### config.mk
export PLATFORM = sky130hd
export DESIGN_NAME = mem_arbiter
export DESIGN_NICKNAME = d
export VERILOG_FILES = /design/src/rtl/mem_arbiter.sv
export SDC_FILE = /design/constraint.sdc
export NUM_CORES = 1
export LEC_CHECK = 0
export ABC_AREA = 1
export CORE_MARGIN = 5
export CORE_UTILIZATION = 44
export DETAILED_ROUTE_END_ITERATION = 8
export MAX_ROUTING_LAYER = met4
export PLACE_DENSITY = 0.81
export REMOVE_ABC_BUFFERS = 1
export SLEW_MARGIN = 10
export SYNTH_ARGS = -nofsm -noshare
export SYNTH_HDL_FRONTEND = slang
export SYNTH_SLANG_ARGS = --single-unit
### constraint.sdc
create_clock -name clk_i -period 2.3 [get_ports clk_i]
set_clock_uncertainty 0.15 [all_clocks]
set_input_delay 0.46 -clock clk_i [delete_from_list [all_inputs] [get_ports clk_i]]
set_output_delay 0.46 -clock clk_i [all_outputs]
set_load 0.01 [all_outputs]
### src/rtl/mem_arbiter.sv
// Two-port (instruction fetch / data) arbiter onto a single-port memory.
// Alternating tie-break, bounded wait with sticky timeout error, CPU stall.
module mem_arbiter #(
  parameter int unsigned TIMEOUT  = 16,
  parameter logic [31:0] ERR_DATA = 32'hDEAD_BEEF
) (
  input  logic        clk_i,
  input  logic        rst_n,
  input  logic        if_req_i,
  input  logic [31:0] if_addr_i,
  output logic        if_gnt_o,
  output logic        if_rvalid_o,
  output logic [31:0] if_rdata_o,
  input  logic        dm_req_i,
  input  logic        dm_we_i,
  input  logic [31:0] dm_addr_i,
  input  logic [31:0] dm_wdata_i,
  output logic        dm_gnt_o,
  output logic        dm_rvalid_o,
  output logic [31:0] dm_rdata_o,
  output logic        mem_req_o,
  output logic        mem_we_o,
  output logic [31:0] mem_addr_o,
  output logic [31:0] mem_wdata_o,
  input  logic        mem_ack_i,
  input  logic [31:0] mem_rdata_i,
  output logic        cpu_stall_o,
  output logic        err_o
);

  localparam int unsigned DW = 32;
  localparam int unsigned CW = 8;

  typedef enum logic [1:0] {IDLE, BUSY_IF, BUSY_DM} state_t;

  state_t          state_q, state_d;
  logic [CW-1:0]   wait_q, wait_d;
  logic            last_dm_q, last_dm_d;
  logic            if_gnt_d, dm_gnt_d, if_rvalid_d, dm_rvalid_d;
  logic [DW-1:0]   if_rdata_d, dm_rdata_d;
  logic            mem_req_d, mem_we_d, err_d;
  logic [DW-1:0]   mem_addr_d, mem_wdata_d;
  logic            cool, pick_dm, pick_if, done;
  logic [DW-1:0]   resp;

  // The cycle carrying an rvalid pulse is a forced idle cycle: no acceptance.
  assign cool    = if_rvalid_o | dm_rvalid_o;
  assign pick_dm = dm_req_i & (~if_req_i | ~last_dm_q);
  assign pick_if = if_req_i & ~pick_dm;
  assign done    = mem_ack_i | (wait_q == CW'(TIMEOUT - 1));
  assign resp    = mem_we_o ? '0 : (mem_ack_i ? mem_rdata_i : ERR_DATA);

  assign cpu_stall_o = (state_q != IDLE) | if_req_i | dm_req_i;

  always_comb begin
    state_d     = state_q;
    wait_d      = wait_q;
    last_dm_d   = last_dm_q;
    if_gnt_d    = 1'b0;
    dm_gnt_d    = 1'b0;
    if_rvalid_d = 1'b0;
    dm_rvalid_d = 1'b0;
    if_rdata_d  = if_rdata_o;
    dm_rdata_d  = dm_rdata_o;
    mem_req_d   = mem_req_o;
    mem_we_d    = mem_we_o;
    mem_addr_d  = mem_addr_o;
    mem_wdata_d = mem_wdata_o;
    err_d       = err_o;
    case (state_q)
      IDLE: begin
        if (!cool && pick_dm) begin
          state_d     = BUSY_DM;
          dm_gnt_d    = 1'b1;
          mem_req_d   = 1'b1;
          mem_we_d    = dm_we_i;
          mem_addr_d  = dm_addr_i;
          mem_wdata_d = dm_wdata_i;
          wait_d      = '0;
          last_dm_d   = 1'b1;
        end else if (!cool && pick_if) begin
          state_d     = BUSY_IF;
          if_gnt_d    = 1'b1;
          mem_req_d   = 1'b1;
          mem_we_d    = 1'b0;
          mem_addr_d  = if_addr_i;
          mem_wdata_d = '0;
          wait_d      = '0;
          last_dm_d   = 1'b0;
        end
      end
      BUSY_IF, BUSY_DM: begin
        if (done) begin
          state_d   = IDLE;
          mem_req_d = 1'b0;
          if (!mem_ack_i) err_d = 1'b1;
          if (state_q == BUSY_DM) begin
            dm_rvalid_d = 1'b1;
            dm_rdata_d  = resp;
          end else begin
            if_rvalid_d = 1'b1;
            if_rdata_d  = resp;
          end
        end else begin
          wait_d = wait_q + CW'(1);
        end
      end
      default: state_d = IDLE;
    endcase
  end

  always_ff @(posedge clk_i or negedge rst_n) begin
    if (!rst_n) begin
      state_q     <= IDLE;
      wait_q      <= '0;
      last_dm_q   <= 1'b0;
      if_gnt_o    <= 1'b0;
      dm_gnt_o    <= 1'b0;
      if_rvalid_o <= 1'b0;
      dm_rvalid_o <= 1'b0;
      if_rdata_o  <= '0;
      dm_rdata_o  <= '0;
      mem_req_o   <= 1'b0;
      mem_we_o    <= 1'b0;
      mem_addr_o  <= '0;
      mem_wdata_o <= '0;
      err_o       <= 1'b0;
    end else begin
      state_q     <= state_d;
      wait_q      <= wait_d;
      last_dm_q   <= last_dm_d;
      if_gnt_o    <= if_gnt_d;
      dm_gnt_o    <= dm_gnt_d;
      if_rvalid_o <= if_rvalid_d;
      dm_rvalid_o <= dm_rvalid_d;
      if_rdata_o  <= if_rdata_d;
      dm_rdata_o  <= dm_rdata_d;
      mem_req_o   <= mem_req_d;
      mem_we_o    <= mem_we_d;
      mem_addr_o  <= mem_addr_d;
      mem_wdata_o <= mem_wdata_d;
      err_o       <= err_d;
    end
  end

endmodule

==> results of run 1 <==
==> layer usage <==
layer / global-route usage (%) / part of all wire [%] / routed length (microns) / vias up
met4: 7.54 / 2.2 / 431 / 0
met5: - / 0 / 0 / -
li1: - / - / - / 3099
met1: 26.7 / 41 / 8130 / 2948
met3: 4.98 / 5.5 / 1090 / 29
met2: 38.0 / 51 / 9940 / 198
==> synth_stat cells (all sizes together) <==
cell type	instances	area share, %
a21o	1	0.11
a21oi	32	2.4
buf	38	3.9
clkbuf	11	0.62
dfrtp	146	55
ha	3	0.56
inv	48	2.7
nand2	273	15
nand3	110	8.4
nand3b	3	0.34
nand4	5	0.69
nor2	98	5.8
o21a	32	3.6
o21ai	5	0.37
or2	1	0.094
or3	1	0.094
xor2	3	0.39
==> power groups by stage <==
| stage | logic (mW) | registers [mW] | clock network, mW |
|---|---|---|---|
| 2_1_floorplan | 2.49 | 4.92 | 0 |
| 3_3_place_gp | 6.70 | 4.36 | 0 |
| 3_5_place_dp | 6.86 | 4.38 | 0 |
| 4_1_cts | 6.88 | 4.36 | 2.93 |
| 5_1_grt | 7.39 | 4.50 | 3.02 |
| 6_report | 6.79 | 4.36 | 2.88 |
==> worst paths after layout <==
| check | to | start | depth (start not counted) | slack, ns |
|---|---|---|---|---|
| max in group asynchronous | mem_wdata_o[0] | rst_n | 3 | 0.96 |
| hold / removal | err_o | err_o | 1 | 0.32 |
| setup / recovery | cpu_stall_o | state_q[0] | 5 | 0.14 |
| hold reg to reg | err_o | err_o | 1 | 0.32 |
| min in group asynchronous | if_rdata_o[28] | rst_n | 2 | 0.36 |
| setup reg to reg | mem_wdata_o[28] | state_q[0] | 8 | 0.34 |
==> flip-flops by register name, indices dropped and copies added (netlist names), 2 cells and up <==
name / cells
if_rdata_o: 32
dm_rdata_o: 32
wait_q: 8
state_q: 2
mem_wdata_o: 32
mem_addr_o: 32
==> logic make-up (layout without fill, tap and decap cells) <==
| kind of cell | count (synthesis) | count (layout) | synth area share [%] |
|---|---|---|---|
| adder cells (fa/ha/maj) | 3 | 3 | 0.561 |
| buffers and inverters | 97 | 378 | 7.21 |
| XOR/XNOR | 3 | 3 | 0.393 |
| flip-flops | 146 | 146 | 54.6 |
| AND/OR/NAND/NOR | 491 | 491 | 30.8 |
| AO/OA/AOI/OAI | 70 | 70 | 6.47 |
==> critical path, cell delays in order (launching register included) <==
cell	delay, ns
dfrtp_1	0.38
inv_1	0.08
ha_1	0.17
inv_1	0.07
or3_1	0.30
clkbuf_2	0.13
==> final cells by class <==
| cell class | count | share of cell area [%] |
|---|---|---|
| clock inverter | 13 | 1.72 |
| multi-input combinational | 567 | 25.0 |
| inverter | 48 | 1.76 |
| tap | 188 | 2.30 |
| sequential | 146 | 35.6 |
| clock buffer | 19 | 4.32 |
| timing repair buffer | 298 | 29.2 |
==> timing repair <==
action                                 4_1_cts  5_1_grt
endpoints found under the hold margin       28        0
setup endpoints to repair                    1        1
buffers inserted                             0        0
hold buffers                                 1        0
resized for setup                            2        1
==> metrics by stage <==
| stage | cell area [sq um] | setup slack [ns] | util, % |
|---|---|---|---|
| global placement | 9620 | -0.0559 | 63.8 |
| finish | 10200 | 0.138 | 67.9 |
| CTS | 10300 | 0.00820 | 68.0 |
| global route | 10200 | 0.0630 | 67.9 |
| detailed placement | 9620 | -0.0791 | 63.8 |
| floorplan | 6390 | -0.553 | - |
==> out/metrics.yaml, run 1 <==
timing:
  post-route-period-util_pct: 94.0
  worstMarginPinSlew_ns: 0.551
  whs_ns: 0.316
  slew_viol_final: 0
  hold_viol_final: 0
  rsz0062_at_grt: "false"
  slew_headroom_pct: 63.2
  setup_viol: 0
  finalCriticalPeriod_ns: 2.16
  max_freq_mhz: 463
  fin_tns_setup_ns: 0
drt:
  wl_per_cell_microns: 15.3
  detail_route.vias_per_cell: 4.91
  drt_iter0_drc: 292
  routed_wl_microns: 19600
  first_pass_iters: 4
  drc_errors: 0
  ant_nets: 0
  via_count: 6274
pwr:
  power_density_nw_per_um2: 1370
  share_comb_of_total_power_pct: 48.4
  p_leak_nw: 5.02
  clock_power_share_pct: 20.5
  power.switching_mw: 5.25
  power.internal_mw: 8.78
  p_total_mw: 14.0
  p_seq_share_pct: 31.1
  peakVddDrop_mv: 0.644
  swShare_pct: 37.4
cts:
  root_buffer: "clkbuf_16"
  tritoncts: "done"
  h-tree-depth: 4
  insertion_delay_ns: 0.41
  cts_buffer_depth: 2
  numCtsBuffers: 17
  clkSinkCount: 146
  clk_pin_slew_ns: 0.06
hold_path:
  hp-class: "reg -> reg"
outcome:
  status: "finished, final reports clean"
final_layout:
  n_antenna_cell: 0
  mostFrequentLayoutCell: "nand2_1"
  drive_gt1_share_pct: 6.60
  layoutNonFillerInstCount: 1279
  multi_input_area_sq_um: 2560
  syn_to_final_growth_pct: 53.1
  regArea_sq_um: 3650
  nFillCells: 1215
  mostFrequentLayoutCells: "nand2_1, clkdlybuf4s50_1, dfrtp_1, nand3_1, nor2_1"
  layout.nets: 1215
floorplanning:
  core-area_sq_um: 15100
  io_pins: 270
  die_w_microns: 133
  fp-row-count: 45
  start_util_pct: 44.4
  die-area_sq_um: 17800
  die_h_microns: 133
placed_design:
  io_buffer_count: 269
  place_hpwl_microns: 13900
  gp_congestion: 0.821
  dp.cells: 1246
critical_path:
  worst-path-max-fanout: 2
  worst-endpoint-arrival_ns: 1.55
  worstPathRequired_ns: 1.69
  end_kind: "output port"
  worst_setup_path_start_kind: "flip-flop"
  worstSetupPathType: "reg -> out"
flow_run:
  maxCapViolCount: 0
global_route:
  grt_use_total_pct: 22.5
  antenna_found_initial: 0
  grt_max_degree: 66
  first_global_vias: 6160
  overflow: 0
  grt_pass1_wl_microns: 31300
synthesis:
  syn_inst: 810
  syn_avg_cell_area_sq_um: 8.27
  ys_seq_area_share_pct: 54.6
  synth_seq_cells: 146
  syn_area_sq_um: 6700
  yosysWarnings: 0
  ys_types: 27
Note: power is estimated with default switching activity, not from simulation.
==> inputs of run 2 (changes only) <==
- ABC_CLOCK_PERIOD_IN_PS: default -> 2300
==> results of run 2 <==
Final layout, timing and power as in run 1 (identical DEF).
